--- src/rtl/jt900h_cregs_pkg.sv ---
// rtl/jt900h_cregs_pkg.sv - micro-DMA control register map, mode and size codes
package jt900h_cregs_pkg;

  localparam logic [7:0] DMAS_CRA = 8'h00;
  localparam logic [7:0] DMAD_CRA = 8'h10;
  localparam logic [7:0] DMAC_CRA = 8'h20;
  localparam logic [7:0] DMAM_CRA = 8'h22;

  localparam logic [2:0] DINC_MODE = 3'd0;
  localparam logic [2:0] DDEC_MODE = 3'd1;
  localparam logic [2:0] SINC_MODE = 3'd2;
  localparam logic [2:0] SDEC_MODE = 3'd3;
  localparam logic [2:0] FIX_MODE  = 3'd4;
  localparam logic [2:0] CNT_MODE  = 3'd5;

  localparam logic [1:0] SIZE_BYTE = 2'd0;
  localparam logic [1:0] SIZE_WORD = 2'd1;
  localparam logic [1:0] SIZE_LONG = 2'd2;

  typedef enum logic [2:0] {
    CR_NONE,
    CR_DMAS,
    CR_DMAD,
    CR_DMAC,
    CR_DMAM
  } cr_kind_t;

  typedef struct packed {
    cr_kind_t   kind;
    logic [1:0] ch;
  } cr_sel_t;

  // Channel number sits in cra[3:2] for every register group
  function automatic cr_sel_t cr_decode(input logic [7:0] a);
    cr_sel_t s;
    s.kind = CR_NONE;
    s.ch   = a[3:2];
    if (a[7:4] == DMAS_CRA[7:4] && a[1:0] == DMAS_CRA[1:0]) s.kind = CR_DMAS;
    if (a[7:4] == DMAD_CRA[7:4] && a[1:0] == DMAD_CRA[1:0]) s.kind = CR_DMAD;
    if (a[7:4] == DMAC_CRA[7:4] && a[1:0] == DMAC_CRA[1:0]) s.kind = CR_DMAC;
    if (a[7:4] == DMAM_CRA[7:4] && a[1:0] == DMAM_CRA[1:0]) s.kind = CR_DMAM;
    return s;
  endfunction

endpackage

--- src/rtl/jt900h_cregs_step.sv ---
// rtl/jt900h_cregs_step.sv - next source/destination address for one transfer
module jt900h_cregs_step
  import jt900h_cregs_pkg::*;
(
  input  logic [2:0]  mode,
  input  logic [1:0]  size,
  input  logic [23:0] cur_src,
  input  logic [23:0] cur_dst,
  output logic [23:0] nxt_src,
  output logic [23:0] nxt_dst
);

  logic [23:0] step;

  always_comb begin
    case (size)
      SIZE_WORD: step = 24'd2;
      SIZE_LONG: step = 24'd4;
      default:   step = 24'd1;
    endcase
    nxt_src = cur_src;
    nxt_dst = cur_dst;
    // 24-bit arithmetic wraps naturally; unknown modes behave as fixed
    case (mode)
      DINC_MODE: nxt_dst = cur_dst + step;
      DDEC_MODE: nxt_dst = cur_dst - step;
      SINC_MODE: nxt_src = cur_src + step;
      SDEC_MODE: nxt_src = cur_src - step;
      CNT_MODE:  nxt_src = cur_src + 24'd1;
      default: ;
    endcase
  end

endmodule

--- src/rtl/jt900h_cregs.sv ---
// rtl/jt900h_cregs.sv - micro-DMA channel control registers with update pipeline
module jt900h_cregs
  import jt900h_cregs_pkg::*;
#(
  parameter int CH = 4
) (
  input  logic        clk,
  input  logic        rst_n,
  input  logic        cen,
  input  logic [7:0]  cra,
  input  logic [31:0] crin,
  input  logic        cr_we,
  output logic [31:0] cr,
  input  logic        upd,
  input  logic [1:0]  upd_ch,
  output logic [23:0] src,
  output logic [23:0] dst,
  output logic [1:0]  size,
  output logic        done,
  output logic [1:0]  done_ch
);

  logic [23:0] dmas [CH];
  logic [23:0] dmad [CH];
  logic [15:0] dmac [CH];
  logic [4:0]  dmam [CH];

  logic        s1_v;
  logic [1:0]  s1_ch;
  logic [4:0]  s1_mode;

  cr_sel_t     sel;
  logic        cpu_we;
  logic        hit_s, hit_d, hit_c;
  logic [23:0] stp_src, stp_dst;
  logic [23:0] nxt_src, nxt_dst;
  logic [15:0] nxt_cnt;
  logic        fwd;
  logic        unused_crin;

  assign sel         = cr_decode(cra);
  assign cpu_we      = cr_we & cen;
  assign unused_crin = ^crin[31:24];

  always_comb begin
    case (sel.kind)
      CR_DMAS: cr = {8'd0, dmas[sel.ch]};
      CR_DMAD: cr = {8'd0, dmad[sel.ch]};
      CR_DMAC: cr = {16'd0, dmac[sel.ch]};
      CR_DMAM: cr = {27'd0, dmam[sel.ch]};
      default: cr = 32'd0;
    endcase
  end

  jt900h_cregs_step u_step (
    .mode    (s1_mode[4:2]),
    .size    (s1_mode[1:0]),
    .cur_src (dmas[s1_ch]),
    .cur_dst (dmad[s1_ch]),
    .nxt_src (stp_src),
    .nxt_dst (stp_dst)
  );

  // A CPU write landing on the stage-2 channel overrides that field only
  assign hit_s = cpu_we && sel.kind == CR_DMAS && sel.ch == s1_ch;
  assign hit_d = cpu_we && sel.kind == CR_DMAD && sel.ch == s1_ch;
  assign hit_c = cpu_we && sel.kind == CR_DMAC && sel.ch == s1_ch;

  assign nxt_src = hit_s ? crin[23:0] : stp_src;
  assign nxt_dst = hit_d ? crin[23:0] : stp_dst;
  assign nxt_cnt = hit_c ? crin[15:0] : dmac[s1_ch] - 16'd1;

  assign fwd  = s1_v && s1_ch == upd_ch;
  assign src  = fwd ? nxt_src : dmas[upd_ch];
  assign dst  = fwd ? nxt_dst : dmad[upd_ch];
  assign size = dmam[upd_ch][1:0];

  always_ff @(posedge clk) begin
    if (!rst_n) begin
      for (int i = 0; i < CH; i++) begin
        dmas[i] <= 24'd0;
        dmad[i] <= 24'd0;
        dmac[i] <= 16'd0;
        dmam[i] <= 5'd0;
      end
      s1_v    <= 1'b0;
      s1_ch   <= 2'd0;
      s1_mode <= 5'd0;
      done    <= 1'b0;
      done_ch <= 2'd0;
    end else if (cen) begin
      s1_v    <= upd;
      s1_ch   <= upd_ch;
      s1_mode <= dmam[upd_ch];
      done    <= s1_v && !hit_c && nxt_cnt == 16'd0;
      done_ch <= s1_ch;
      if (s1_v) begin
        dmas[s1_ch] <= nxt_src;
        dmad[s1_ch] <= nxt_dst;
        dmac[s1_ch] <= nxt_cnt;
      end
      if (cr_we) begin
        case (sel.kind)
          CR_DMAS: dmas[sel.ch] <= crin[23:0];
          CR_DMAD: dmad[sel.ch] <= crin[23:0];
          CR_DMAC: dmac[sel.ch] <= crin[15:0];
          CR_DMAM: dmam[sel.ch] <= crin[4:0];
          default: ;
        endcase
      end
    end else begin
      done <= 1'b0;
    end
  end

endmodule

--- config.mk ---
export PLATFORM = sky130hd
export DESIGN_NAME = jt900h_cregs
export DESIGN_NICKNAME = d
export VERILOG_FILES = /design/src/rtl/jt900h_cregs_pkg.sv /design/src/rtl/jt900h_cregs_step.sv /design/src/rtl/jt900h_cregs.sv
export SDC_FILE = /design/constraint.sdc
export NUM_CORES = 1
export LEC_CHECK = 0
export ABC_CLOCK_PERIOD_IN_PS = 10050
export BUFFER_PORTS_ARGS = -buffer_cell sky130_fd_sc_hd__buf_2
export CAP_MARGIN = 20
export CELL_PAD_IN_SITES_DETAIL_PLACEMENT = 2
export CELL_PAD_IN_SITES_GLOBAL_PLACEMENT = 2
export CORE_AREA = 2 2 214 237
export CTS_CLUSTER_DIAMETER = 120
export CTS_CLUSTER_SIZE = 12
export DETAILED_ROUTE_END_ITERATION = 16
export DIE_AREA = 0 0 216 239
export GPL_TIMING_DRIVEN = 0
export MAX_ROUTING_LAYER = met4
export PLACE_DENSITY_LB_ADDON = 0.05
export SLEW_MARGIN = 5
export SYNTH_ARGS = -nofsm -noshare
export SYNTH_HDL_FRONTEND = slang
export SYNTH_SLANG_ARGS = --single-unit
--- constraint.sdc ---
create_clock -name clk -period 10.05 [get_ports clk]
set_input_delay 0.5025 -clock clk [delete_from_list [all_inputs] [get_ports clk]]
set_output_delay 0.5025 -clock clk [all_outputs]
set_load 0.1 [all_outputs]
Word level (Yosys, flattened, before mapping):

Memory sizes are Yosys's and may differ from the RTL's. A register that Yosys moved wholly into a read port is not among the register bits.
Index checks and enable logic that the tools add are counted.

* reductions and logical operators: 26
* equality and inequality tests: 15
* bitwise logic cells: 1
* multiplexer cells: 65
* add/subtract/negate cells: 6

Operator list (number)
* $mux W24: 8
* $pmux W24 S4: 1
* $reduce_or A24 Y1: 4
* $pmux W24 S3: 1
* $add A24 B3 Y24: 2
* $mux W16: 3
* $pmux W24 S2: 1
* $sub A24 B3 Y24: 2
* $mux W1: 33
* $reduce_or A16 Y1: 2
* $mux W2: 13
* $add A24 B1 Y24 const B: 1
* $logic_not A16 Y1: 1
* $sub A16 B1 Y16 const B: 1
* $logic_and A1 B1 Y1: 13
* $eq A3 B2 Y1 const B: 4
* $mux W3: 3
* $eq A3 B1 Y1 const B: 2
* $eq A3 B3 Y1 const B: 2
* $pmux W3 S2: 1
* $mux W5: 1
* $reduce_or A5 Y1: 1
* $eq A2 B2 Y1: 2
* $eq A2 B2 Y1 const B: 2
* other kinds (9): 9

* memories: 4
* logic and storage cells: 122
* bits of input ports: 47
* output and inout port bits: 85
* memory bits (writable): 276
* register bits: 11

Memories
* dmad: words 4, width 24, read ports 3, clocked after memory_dff 1, write ports 4, line jt900h_cregs.sv:24 `logic [23:0] dmad [CH];`
* dmas: words 4, width 24, read ports 3, clocked after memory_dff 1, write ports 4, line jt900h_cregs.sv:23 `logic [23:0] dmas [CH];`
* dmac: words 4, width 16, read ports 2, clocked after memory_dff 1, write ports 4, line jt900h_cregs.sv:25 `logic [15:0] dmac [CH];`
* dmam: words 4, width 5, read ports 2, clocked after memory_dff 0, write ports 4, line jt900h_cregs.sv:26 `logic [4:0] dmam [CH];`

Longest topological paths before layout:

Gate-level depths: netlist (run 1).

* word-level depth: 14
* depth in mapped cells: 16
* depth with buffers taken out: 15

Cells and area by module:

Synthesis (run 1) repeated with hierarchy kept, for this count alone.

* cells, all modules: 1874
* area total of the unflattened synthesis: 21695.8 um2

Modules (own cells, without submodules)
* jt900h_cregs: cells each 1365, area each 18438.9 um2, sequential area each 8548.2 um2, times used 1
* jt900h_cregs_step: cells each 509, area each 3256.9 um2, sequential area each 0.0 um2, times used 1

Worst setup path after synthesis (run 1):

OpenSTA, ideal clock, no wires.

* kind: flip-flop to output port
* start point: reg (tool-made name)
* end point: out dst[21]
* data required time: 9.547 ns
* arrival time: 6.233 ns
* setup slack: 3.315 ns
* cell stages (with the launch flop): 16
* path buffers: 4
* cell sequence: dfxtp_1 -> buf_2 -> buf_1 -> clkbuf_1 -> clkbuf_1 -> mux4_2 -> ha_1 -> and2_1 -> a221oi_1 -> a21oi_1 -> o311ai_0 -> a21boi_0 -> o41ai_1 -> mux2i_1 -> and3_1 -> o31ai_1

RTL lines
* to (decl): line jt900h_cregs.sv:17 `output logic [23:0] dst,`

==> impl_summary.txt, run 1 <==
----------------------------------------------------
[GRT]
  Sum of overflow across all layers after global routing ... 0
  Number of antenna violations at the first check in global routing ... 5
  Number of global-route vias before repair ... 21,400
  Maximum number of pins on one net before global-route repair ... 25
  Global-route wire length before repair ... 152,000 um
  Global routing usage summed across all routing layers ... 42.3%

[Power and ir drop]
  Cell internal pwr ... 2170 uW
  Share of total power in combinational logic ... 28.6%
  Switching Share ... 36.8%
  P_sw ... 1270 uW
  Clock share of power ... 30.5%
  Fraction of power consumed by sequential logic ... 40.9%
  Power per cell area ... 143 nW/um2
  Static Leakage ... 0.00859 uW
  Worst ir drop on vdd ... 0.155 mV

[Final layout]
  Synth-to-layout area growth ... 11.9%
  Final instance area ... 24,000 um2
  Sequential cell area ... 8550 um2
  Commonest non-fill, non-tap cells in the layout ... nand2_1 (379), edfxtp_1 (276), o21ai_0 (246), mux4_2 (186), clkbuf_1 (154)
  Final #Nets ... 2,322
  Count of non-filler cells in the finished layout ... 2,910
  Ratio of cells with drive above 1 in the final layout ... 17.8%
  Multi-input gate area in the final layout ... 12,100 um2
  Fillers ... 5,165
  Most common cell after layout, fill and taps aside ... nand2_1

[Placed design]
  Detailed placer's ending HPWL ... 79,600 um
  GP Congestion ... 0.966
  Post-Place Cell Area ... 23,100 um2
  IO buf count ... 103
  Worst slack after detailed placement ... 2.31 ns
  Placed Cells ... 2,846

[Worst hold path]
  HP Class ... input pin to flop
  Hold Path Stages ... 3

[Clock network]
  CTS tree ... built
  Largest buffer count on any clock path ... 3
  Clock sink total ... 289
  Hold-fix buffers, CTS ... 0
  H-Tree Depth ... 1
  Clk Tree Root Cell ... clkbuf_16
  Setup Fix Bufs, Post-CTS ... 0
  Clock latency reported for the late side of the worst-skew pair ... 0.61 ns
  Total CTS buffers ... 28
  CTS clock-pin slew for the worst setup and hold paths ... 0.07 ns
  Total of cells resized after clock tree synthesis ... 0

[Logic synthesis]
  Unique masters post-synth ... 73
  Count of flip-flops with a built-in enable after synthesis ... 276
  Most frequently used flop master after synthesis ... edfxtp_1
  Synthesized netlist cell count ... 2,062
  Mean instance size in the synthesized netlist ... 10.4 um2
  Post-synth ARST share ... 0%
  Synthesized cell area ... 21,400 um2
  Yosys reg bits ... 289
  Sequential share of the synthesized area ... 39.9%
  Count of synthesis-stage warnings from yosys ... 0

[Timing]
  Setup slack after layout ... 1.46 ns
  F_max ... 116 MHz
  Headroom to the max-slew limit ... 17.3%
  Hold slack final ... 0.157 ns
  Tmin final ... 8.59 ns
  Part of the cycle the worst path needs ... 85.5%
  Number of max-slew violations in the final report ... 0
  Worst-Margin Slew ... 1.24 ns
  Clock tree skew after final layout ... 0.0290 ns
  RSZ-0062 raised after global routing ... false
  Total count of hold-check failures in the final report ... 0
  Setup TNS Final ... 0 ns
  Final setup viols ... 0

[Worst setup path]
  Largest stage delay on the critical path ... 0.99 ns
  Data required time of the worst path ... 9.55 ns
  Peak fanout along the critical path ... 10
  Total number of cells along the worst setup path ... 16
  Worst Path Class, Setup ... flop to output port
  CP bufs+invs ... 5
  Critical Path Source Type ... flop
  Endpoint class of the critical path ... output port
  Depth of the most critical reg-to-reg path ... 15
  Arrival time worst endpoint ... 8.09 ns
  Crit path cell chain ... buf_2 -> buf_1 -> clkbuf_1 -> clkbuf_1 -> mux4_2 -> ha_1 -> and2_1 -> a221oi_1 -> a21oi_1 -> nor3_1 -> nor2_1 -> xnor2_1 -> o211ai_1 -> o21ai_0 -> o21ai_0 -> buf_2
  Family with the most delay on the worst path ... buffers and inverters
  Crit path max-delay cell type ... clkbuf_1

[Run status]
  Result of the run ... finished clean

[Route]
  DR pass1 iterations ... 6
  Count of unresolved DRC violations after routing ... 0
  Detail-routed net length per standard cell ... 37.0 um
  Count of vias placed by the detailed router ... 20,500
  Avg Vias per Cell ... 7.06
  Number of nets still failing antenna checks after routing ... 0
  Final Routed Wirelength ... 108,000 um
  Initial drt markers ... 2,564

[Floorplan]
  Ports placed on the boundary ... 132
  Row count ... 86
  Die extent in y ... 239 um
  Placeable core region ... 49,500 um2
  Width of the die ... 216 um
  Starting Density ... 43.3%
  Area enclosed by the die boundary ... 51,600 um2

[Run]
  Max-capacitance violation count ... 0

----------------------------------------------------
worst paths after layout:
kind	slack, ns	start	to
setup / recovery	1.46	flop	dst[15]
hold / removal	0.16	upd	s1_v$_SDFFE_PN0P_
setup reg to reg	2.71	flop	dmad[2][21]$_DFFE_PP_
hold reg to reg	0.51	done_ch[0]$_SDFFE_PN0P_	done_ch[0]$_SDFFE_PN0P_
sequential cells by signal (all words and copies together) (netlist names), named ones only:
signal / cells
dmac: 64
s1_ch: 2
s1_v: 1
dmas: 96
done_ch: 2
dmad: 96
s1_mode: 5
done: 1
dmam: 20
metrics by stage:
| step | utilization (%) | total power, uW |
|---|---|---|
| final | 48.4 | 3440 |
| after global placement | 46.0 | 2340 |
| after floorplan | - | 2060 |
| after CTS | 48.2 | 3400 |
| after detailed placement | 46.6 | 2380 |
| after global routing | 48.4 | 3500 |
power groups by stage:
stage	clock, uW	sequential, uW	combinational [uW]
floorplan	0	1410	644
global placement	0	1420	916
detailed placement	0	1430	954
CTS	1040	1400	960
global route	1080	1410	1010
finish	1050	1410	982
kinds of logic (layout without fill, tap and decap cells):
family | after synthesis | count (layout) | share of synthesized area (%)
buf+inv | 199 | 374 | 3.75
flops | 289 | 289 | 39.9
other cells | 1 | 14 | 0.0175
xor+xnor | 47 | 47 | 1.92
fa+ha+maj | 53 | 53 | 3.17
simple gates | 683 | 683 | 13.8
mux | 216 | 216 | 21.0
compound gates | 574 | 574 | 16.4
metal layers:
layer  GRT usage, %  up-vias  wire length [um]
met5              -        -                 0
met4           25.1        0              7540
met3           6.69      331             10300
met2           67.7     1361             51000
met1           50.9    10700             38900
li1               -     8200                 -
layout make-up:
type                       instances  share of cell area (%)
antenna                            6                  0.0626
clock inverter                     2                   0.115
sequential                       289                    35.6
timing repair buffer             123                    3.53
multi-input combinational       1581                    50.6
inverter                          31                   0.485
clock buffer                      50                    3.27
tap                              660                    3.44
buffer                           168                    2.86
synthesized netlist by cell type (19+ instances only):
cell type | count | share of area, %
o211ai_1 | 21 | 0.74
nand2_1 | 380 | 6.7
ha_1 | 51 | 3.0
xor2_1 | 19 | 0.78
xnor2_1 | 28 | 1.1
nor3_1 | 28 | 0.65
o21ai_0 | 246 | 5.7
mux4_2 | 186 | 20
o31ai_1 | 21 | 0.74
buf_1 | 19 | 0.33
a22o_1 | 66 | 2.7
edfxtp_1 | 276 | 39
mux2i_1 | 19 | 0.89
nor2_1 | 150 | 2.6
clkbuf_1 | 132 | 2.3
a21oi_1 | 113 | 2.6
inv_1 | 30 | 0.53
nand3_1 | 24 | 0.56
tightest hold or removal path: cells and delay by family:
family        cells  cell delay, ns
buf+inv           1            0.08
simple gates      1            0.08
mux               1            0.07
No activity file was read; power rests on OpenSTA's default activity.
==> run 2: changes to the inputs <==
--- a/config.mk
+++ b/config.mk
@@ -10,11 +10,11 @@
 export CAP_MARGIN = 20
 export CELL_PAD_IN_SITES_DETAIL_PLACEMENT = 2
 export CELL_PAD_IN_SITES_GLOBAL_PLACEMENT = 2
-export CORE_AREA = 2 2 214 237
+export CORE_AREA = 10 10 222 245
 export CTS_CLUSTER_DIAMETER = 120
 export CTS_CLUSTER_SIZE = 12
 export DETAILED_ROUTE_END_ITERATION = 16
-export DIE_AREA = 0 0 216 239
+export DIE_AREA = 0 0 232 255
 export GPL_TIMING_DRIVEN = 0
 export MAX_ROUTING_LAYER = met4
 export PLACE_DENSITY_LB_ADDON = 0.05
==> run 2 against run 1 <==
Compared with the run above: worst setup slack worse by 0.090 ns; sequential power hardly changed; fmax is 1.0% lower; count of clock-buffer cells in the layout is 1 higher; routed wire length is 1.5% higher; worst hold slack better by 0.0022 ns; largest cell class unchanged; highest routed layer unchanged.
==> impl_summary.txt, run 2 (synthesized netlist as in run 1, its figures left out) <==
----------------------------------------------------
[Final layout]
  Ratio of cells with drive above 1 in the final layout ... 17.7%
  Final #Nets ... 2,319
  Commonest non-fill, non-tap cells in the layout ... nand2_1 (379), edfxtp_1 (276), o21ai_0 (246), mux4_2 (186), clkbuf_1 (154)
  Most common cell after layout, fill and taps aside ... nand2_1
  Fillers ... 5,208
  Synth-to-layout area growth ... 11.7%
  Count of non-filler cells in the finished layout ... 2,910
  Biggest regs ... dmad (96), dmas (96), dmac (64)

[Timing]
  Number of max-slew violations in the final report ... 0
  Clock tree skew after final layout ... 0.0332 ns
  Total count of hold-check failures in the final report ... 0
  F_max ... 115 MHz
  Worst-Margin Slew ... 1.26 ns
  Setup TNS Final ... 0 ns
  Hold slack final ... 0.159 ns
  Final setup viols ... 0
  Headroom to the max-slew limit ... 16.0%
  RSZ-0062 raised after global routing ... false
  Tmin final ... 8.68 ns
  Part of the cycle the worst path needs ... 86.4%

[Power and ir drop]
  Worst ir drop on vdd ... 0.131 mV
  Share of total power in combinational logic ... 28.4%
  P_sw ... 1280 uW
  Power per cell area ... 145 nW/um2
  Cell internal pwr ... 2180 uW
  Fraction of power consumed by sequential logic ... 40.6%
  Switching Share ... 36.9%
  Static Leakage ... 0.00857 uW
  Clock share of power ... 31.0%

[Route]
  Initial drt markers ... 2,676
  Avg Vias per Cell ... 7.09
  Detail-routed net length per standard cell ... 37.6 um
  DR pass1 iterations ... 7
  Number of nets still failing antenna checks after routing ... 0
  Count of vias placed by the detailed router ... 20,600
  Final Routed Wirelength ... 109,000 um
  Count of unresolved DRC violations after routing ... 0

[Run status]
  Result of the run ... finished clean

[Floorplan]
  Die extent in y ... 255 um
  Starting Density ... 43.3%
  Area enclosed by the die boundary ... 59,200 um2
  Row count ... 86
  Ports placed on the boundary ... 132
  Width of the die ... 232 um
  Placeable core region ... 49,500 um2

[Clock network]
  Total of cells resized after clock tree synthesis ... 0
  Largest buffer count on any clock path ... 3
  Clk Tree Root Cell ... clkbuf_16
  Hold-fix buffers, CTS ... 0
  CTS clock-pin slew for the worst setup and hold paths ... 0.06 ns
  Total CTS buffers ... 28
  Clock sink total ... 289
  CTS tree ... built
  H-Tree Depth ... 1
  Setup Fix Bufs, Post-CTS ... 0
  Clock latency reported for the late side of the worst-skew pair ... 0.61 ns

[Worst setup path]
  Data required time of the worst path ... 9.55 ns
  Worst Path Class, Setup ... flop to output port
  Largest stage delay on the critical path ... 0.96 ns
  Arrival time worst endpoint ... 8.18 ns
  CP bufs+invs ... 5
  Critical Path Source Type ... flop
  Endpoint class of the critical path ... output port
  Peak fanout along the critical path ... 10
  Family with the most delay on the worst path ... buffers and inverters
  Crit path max-delay cell type ... clkbuf_1
  Crit path cell chain ... buf_2 -> buf_1 -> clkbuf_1 -> clkbuf_1 -> mux4_2 -> ha_1 -> and2_1 -> a221oi_1 -> a21oi_1 -> o311ai_0 -> a21boi_0 -> o41ai_1 -> mux2i_1 -> and3_1 -> o31ai_1 -> buf_2

[GRT]
  Sum of overflow across all layers after global routing ... 0
  Number of antenna violations at the first check in global routing ... 6
  Global routing usage on met1 ... 42.9%
  Global routing usage summed across all routing layers ... 37.4%
  Met2 usage ... 59.4%
  Maximum number of pins on one net before global-route repair ... 25
  Routing usage on met3 ... 7.60%
  Number of global-route vias before repair ... 21,900
  Highest-utilization routing layer at the global route stage ... met2
  Global-route wire length before repair ... 155,000 um

[Placed design]
  GP Congestion ... 0.991
  IO buf count ... 103
  Detailed placer's ending HPWL ... 81,200 um
  Placed Cells ... 2,846

[Run]
  Max-capacitance violation count ... 0

[Worst hold path]
  HP Class ... input pin to flop

----------------------------------------------------
[run 2: changes by cell type in the layout (fill, tap and decap cells not counted), sizes merged]
cell	before	now
clkinv	2	1
diode	6	9
buf	157	155
clkbuf	182	183
clkdlybuf4s15	1	0
[run 2: path summary, 6_finish.rpt]
path	from	endpoint	slack (ns)	cells past startpoint
worst max-delay path	flop	dst[21]	1.37	16
worst min-delay path	upd	s1_v$_SDFFE_PN0P_	0.16	3
worst max register to register	flop	dmad[1][21]$_DFFE_PP_	2.53	15
worst min register to register	done_ch[1]$_SDFFE_PN0P_	done_ch[1]$_SDFFE_PN0P_	0.50	2
[run 2: final cells by class]
cell class                      instances  area, um2  share of cell area, %
Multi-Input combinational cell       1581      12100                   50.7
Sequential cell                       289       8550                   35.7
Tap cell                              660        826                   3.45
Clock buffer                           51        808                   3.38
Timing Repair Buffer                  120        776                   3.24
Buffer                                168        687                   2.87
Inverter                               31        116                  0.486
Antenna cell                            9       22.5                 0.0941
Clock inverter                          1       11.3                 0.0471
[run 2: power groups by stage]
stage	sequential, uW	clock (uW)	combinational (uW)
2_1_floorplan	1410	0	644
3_3_place_gp	1420	0	918
3_5_place_dp	1430	0	954
4_1_cts	1400	1050	960
5_1_grt	1410	1090	1020
6_report	1410	1070	981
[run 2: per-stage QoR]
step	utilization (%)	cell area (um2)	setup slack [ns]	power (uW)
5_1_grt	48.3	23900	1.35	3520
2_1_floorplan	-	21400	3.31	2060
6_report	48.3	23900	1.37	3460
3_5_place_dp	46.5	23000	2.27	2380
4_1_cts	48.2	23900	1.60	3420
3_3_place_gp	46.0	22800	2.42	2340
[run 2: routing by layer]
layer / routed length (um) / vias up
met5: 0 / -
li1: - / 8215
met1: 39100 / 10700
met4: 7770 / 0
met3: 10600 / 360
met2: 51900 / 1326
[run 2: worst register-to-register path, cell delays in order, from the launching register on]
cell and delay [ns]:
dfxtp_1 0.32, buf_2 0.34, buf_1 0.96, clkbuf_1 0.97
clkbuf_1 0.97, mux4_2 0.47, ha_1 0.37, and2_1 0.17
a221oi_1 0.46, a21oi_1 0.24, o311ai_0 0.52, a21boi_0 0.27
o41ai_1 0.41, mux2i_1 0.24, and3_1 0.33, o21ai_0 0.19
==> run 3: changes to the inputs <==
--- a/config.mk
+++ b/config.mk
@@ -5,16 +5,18 @@
 export SDC_FILE = /design/constraint.sdc
 export NUM_CORES = 1
 export LEC_CHECK = 0
+export ABC_AREA = 1
 export ABC_CLOCK_PERIOD_IN_PS = 10050
 export BUFFER_PORTS_ARGS = -buffer_cell sky130_fd_sc_hd__buf_2
 export CAP_MARGIN = 20
 export CELL_PAD_IN_SITES_DETAIL_PLACEMENT = 2
 export CELL_PAD_IN_SITES_GLOBAL_PLACEMENT = 2
-export CORE_AREA = 10 10 222 245
+export CORE_AREA = 10 10 242 267
+export CTS_BUF_LIST = sky130_fd_sc_hd__clkbuf_16
 export CTS_CLUSTER_DIAMETER = 120
 export CTS_CLUSTER_SIZE = 12
 export DETAILED_ROUTE_END_ITERATION = 16
-export DIE_AREA = 0 0 232 255
+export DIE_AREA = 0 0 252 277
 export GPL_TIMING_DRIVEN = 0
 export MAX_ROUTING_LAYER = met4
 export PLACE_DENSITY_LB_ADDON = 0.05
==> run 3 against run 2 <==
Compared with the run above: clock power is essentially flat; utilization shrank 5.3 points; critical path type unchanged; synthesized area grew 6.1%; largest power group unchanged; routed wire length grew 44%; sequential share of layout area shrank 2.2 points.
==> impl_summary.txt, run 3 <==
----------------------------------------------------
[Clock network]
  Hold-fix buffers, CTS ... 0
  Largest buffer count on any clock path ... 3
  Clock latency reported for the late side of the worst-skew pair ... 0.63 ns
  CTS tree ... built
  Setup Fix Bufs, Post-CTS ... 0
  Total CTS buffers ... 28
  Clock sink total ... 289
  CTS clock-pin slew for the worst setup and hold paths ... 0.07 ns
  Clk Tree Root Cell ... clkbuf_16
  H-Tree Depth ... 1
  Total of cells resized after clock tree synthesis ... 0

[Logic synthesis]
  Post-synthesis compound-gate area fraction ... 25.2%
  Simple-gate portion of the synthesized area ... 24.2%
  Multiplexer share of the synthesized area ... 0%
  Synthesized netlist cell count ... 3,201
  Leading cell types by count after synthesis ... nand2_1 (777), o21ai_0 (389), a21oi_1 (276), edfxtp_1 (276), inv_1 (271)
  Count of synthesis-stage warnings from yosys ... 0
  Combinational family with the most area after synthesis ... compound AO/OA/AOI/OAI gates
  Leading area contributor after synthesis ... edfxtp_1
  Unique masters post-synth ... 60
  Post-synth ARST share ... 0%
  Adder-cell share of the synthesized area ... 2.98%
  Mean instance size in the synthesized netlist ... 7.10 um2
  Sequential share of the synthesized area ... 37.6%
  Top-count cell post-synth ... nand2_1
  Yosys reg bits ... 289
  Synthesized cell area ... 22,700 um2
  Most frequently used flop master after synthesis ... edfxtp_1
  Synth area leaders ... edfxtp_1 (36%), nand2_1 (13%), o21ai_0 (8.6%)
  Count of flip-flops with a built-in enable after synthesis ... 276
  Xor and xnor area share after synthesis ... 0.539%
  Post-synth top area share ... 36.5%

[Route]
  Number of nets still failing antenna checks after routing ... 0
  Count of unresolved DRC violations after routing ... 0
  Avg Vias per Cell ... 6.93
  Count of vias placed by the detailed router ... 28,800
  Final Routed Wirelength ... 157,000 um
  DR pass1 iterations ... 6
  Initial drt markers ... 4,544
  Detail-routed net length per standard cell ... 37.8 um

[Final layout]
  Ratio of cells with drive above 1 in the final layout ... 9.56%
  Fillers ... 7,116
  Final #Nets ... 3,468
  Commonest non-fill, non-tap cells in the layout ... nand2_1 (771), o21ai_0 (384), inv_1 (282), a21oi_1 (276), edfxtp_1 (276)
  Most common cell after layout, fill and taps aside ... nand2_1
  Synth-to-layout area growth ... 12.1%
  Biggest regs ... dmad (96), dmas (96), dmac (64)

[Floorplan]
  Starting Density ... 38.3%
  Ports placed on the boundary ... 132
  Area enclosed by the die boundary ... 69,800 um2
  Die extent in y ... 277 um
  Placeable core region ... 59,300 um2
  Width of the die ... 252 um
  Row count ... 94

[Worst setup path]
  Endpoint class of the critical path ... output port
  Largest stage delay on the critical path ... 0.86 ns
  Crit-path most repeated cell ... nand2_1
  Data required time of the worst path ... 9.55 ns
  First element of the critical path ... s1_mode[4]$_SDFFE_PN0P_
  Worst Path Class, Setup ... flop to output port
  Worst reg-to-reg setup slack ... 3.45 ns
  Source of the worst register-to-register timing path ... s1_mode[4]$_SDFFE_PN0P_
  Worst R2R End ... dmad[2][16]$_DFFE_PP_
  Depth of the most critical reg-to-reg path ... 18
  Critical Path Source Type ... flop
  Crit path cell chain ... nor2_2 -> inv_1 -> nor2_4 -> inv_1 -> o21ai_0 -> ha_1 -> nand3_1 -> nand2_1 -> inv_1 -> o21ai_1 -> nand2_1 -> nand2_1 -> nand2_1 -> nand3_1 -> nand3_1 -> nand2_1 -> nand2_1 -> o21ai_1 -> buf_2
  Critical path capture point ... dst[18]
  Peak fanout along the critical path ... 23
  Crit path max-delay cell type ... o21ai_0
  Arrival time worst endpoint ... 7.62 ns

[GRT]
  Global-route wire length before repair ... 218,000 um
  Number of global-route vias before repair ... 29,900
  Sum of overflow across all layers after global routing ... 0
  Number of antenna violations at the first check in global routing ... 12
  Maximum number of pins on one net before global-route repair ... 25
  Global routing usage summed across all routing layers ... 44.5%

[Power and ir drop]
  Fraction of power consumed by sequential logic ... 37.9%
  P_sw ... 1600 uW
  Static Leakage ... 0.0105 uW
  Cell internal pwr ... 2130 uW
  Switching Share ... 42.9%
  Clock share of power ... 28.5%
  Share of total power in combinational logic ... 33.6%
  Worst ir drop on vdd ... 0.110 mV
  Power per cell area ... 146 nW/um2

[Timing]
  Final setup viols ... 0
  Headroom to the max-slew limit ... 8.89%
  Part of the cycle the worst path needs ... 80.8%
  Setup TNS Final ... 0 ns
  RSZ-0062 raised after global routing ... false
  Worst-Margin Slew ... 1.37 ns
  Setup slack after layout ... 1.93 ns
  F_max ... 123 MHz
  Clock tree skew after final layout ... 0.0263 ns
  Total count of hold-check failures in the final report ... 0
  Number of max-slew violations in the final report ... 0
  Tmin final ... 8.12 ns

[Placed design]
  GP Congestion ... 1.09
  Detailed placer's ending HPWL ... 116,000 um
  IO buf count ... 107
  Worst slack after detailed placement ... 3.07 ns

[Worst hold path]
  HP Class ... input pin to flop

[Run status]
  Result of the run ... finished clean

[Run]
  Max-capacitance violation count ... 0

----------------------------------------------------
## run 3: cell types whose count changed after synthesis, sizes merged, moves of 159 or more
cell and change:
a21oi +167, inv +259, mux4 -186, nand2 +401
nand3 +159, o21ai +226
## run 3: kinds of logic (layout without fill, tap and decap cells)
kind of cell | count (synthesis) | after routing
simple gates | 1303 | 1303
compound gates | 1025 | 1025
buf+inv | 516 | 687
flops | 289 | 289
fa+ha+maj | 53 | 53
xor+xnor | 14 | 14
other cells | 1 | 23
## run 3: worst max-delay path, delay by kind of cell (launching register included)
kind / cells / cell delay, ns
buf+inv: 4 / 1.68
fa+ha+maj: 1 / 0.46
simple gates: 11 / 2.81
flops: 1 / 0.40
compound gates: 3 / 1.59
## run 3: cell type report
| class | count | area (um2) | area share [%] |
|---|---|---|---|
| Multi-Input combinational cell | 2403 | 12100 | 47.6 |
| Antenna cell | 15 | 37.5 | 0.147 |
| Sequential cell | 289 | 8550 | 33.5 |
| Clock buffer | 28 | 701 | 2.75 |
| Tap cell | 768 | 961 | 3.77 |
| Timing Repair Buffer | 130 | 901 | 3.53 |
| Clock inverter | 13 | 68.8 | 0.270 |
| Buffer | 223 | 1040 | 4.09 |
| Inverter | 293 | 1100 | 4.31 |
## run 3: worst min path at each step
stage                                 start  depth (start not counted)                       to  slack (ns)
CTS                                     upd                          3        s1_v$_SDFFE_PN0P_        0.15
floorplan           s1_mode[2]$_SDFFE_PN0P_                          2  s1_mode[2]$_SDFFE_PN0P_        0.47
detailed placement  done_ch[0]$_SDFFE_PN0P_                          2  done_ch[0]$_SDFFE_PN0P_        0.48
global placement    done_ch[0]$_SDFFE_PN0P_                          2  done_ch[0]$_SDFFE_PN0P_        0.47
global route                            upd                          3        s1_v$_SDFFE_PN0P_        0.20
finish                                  upd                          3        s1_v$_SDFFE_PN0P_        0.17
## run 3: metrics by stage
step	hold WS [ns]	utilization [%]	power, uW	instances	area [um2]
after floorplan	0.471	-	2150	3208	22800
after global placement	0.468	40.9	2560	4083	24300
after detailed placement	0.478	41.5	2610	4099	24600
after CTS	0.151	42.8	3620	4140	25400
after global routing	0.195	43.0	3770	4157	25500
final	0.173	43.0	3720	4162	25500
## run 3: metal layers
metal	GRT usage [%]	share of wire [%]
met5	-	0
met4	34.1	9.0
met3	11.1	12
met2	66.6	44
met1	50.7	35
## run 3: power groups by stage
stage               sequential [uW]  clock (uW)  combinational (uW)
finish                         1410        1060                1250
global route                   1410        1070                1290
CTS                            1410        1020                1190
detailed placement             1430           0                1180
global placement               1430           0                1130
floorplan                      1420           0                 734
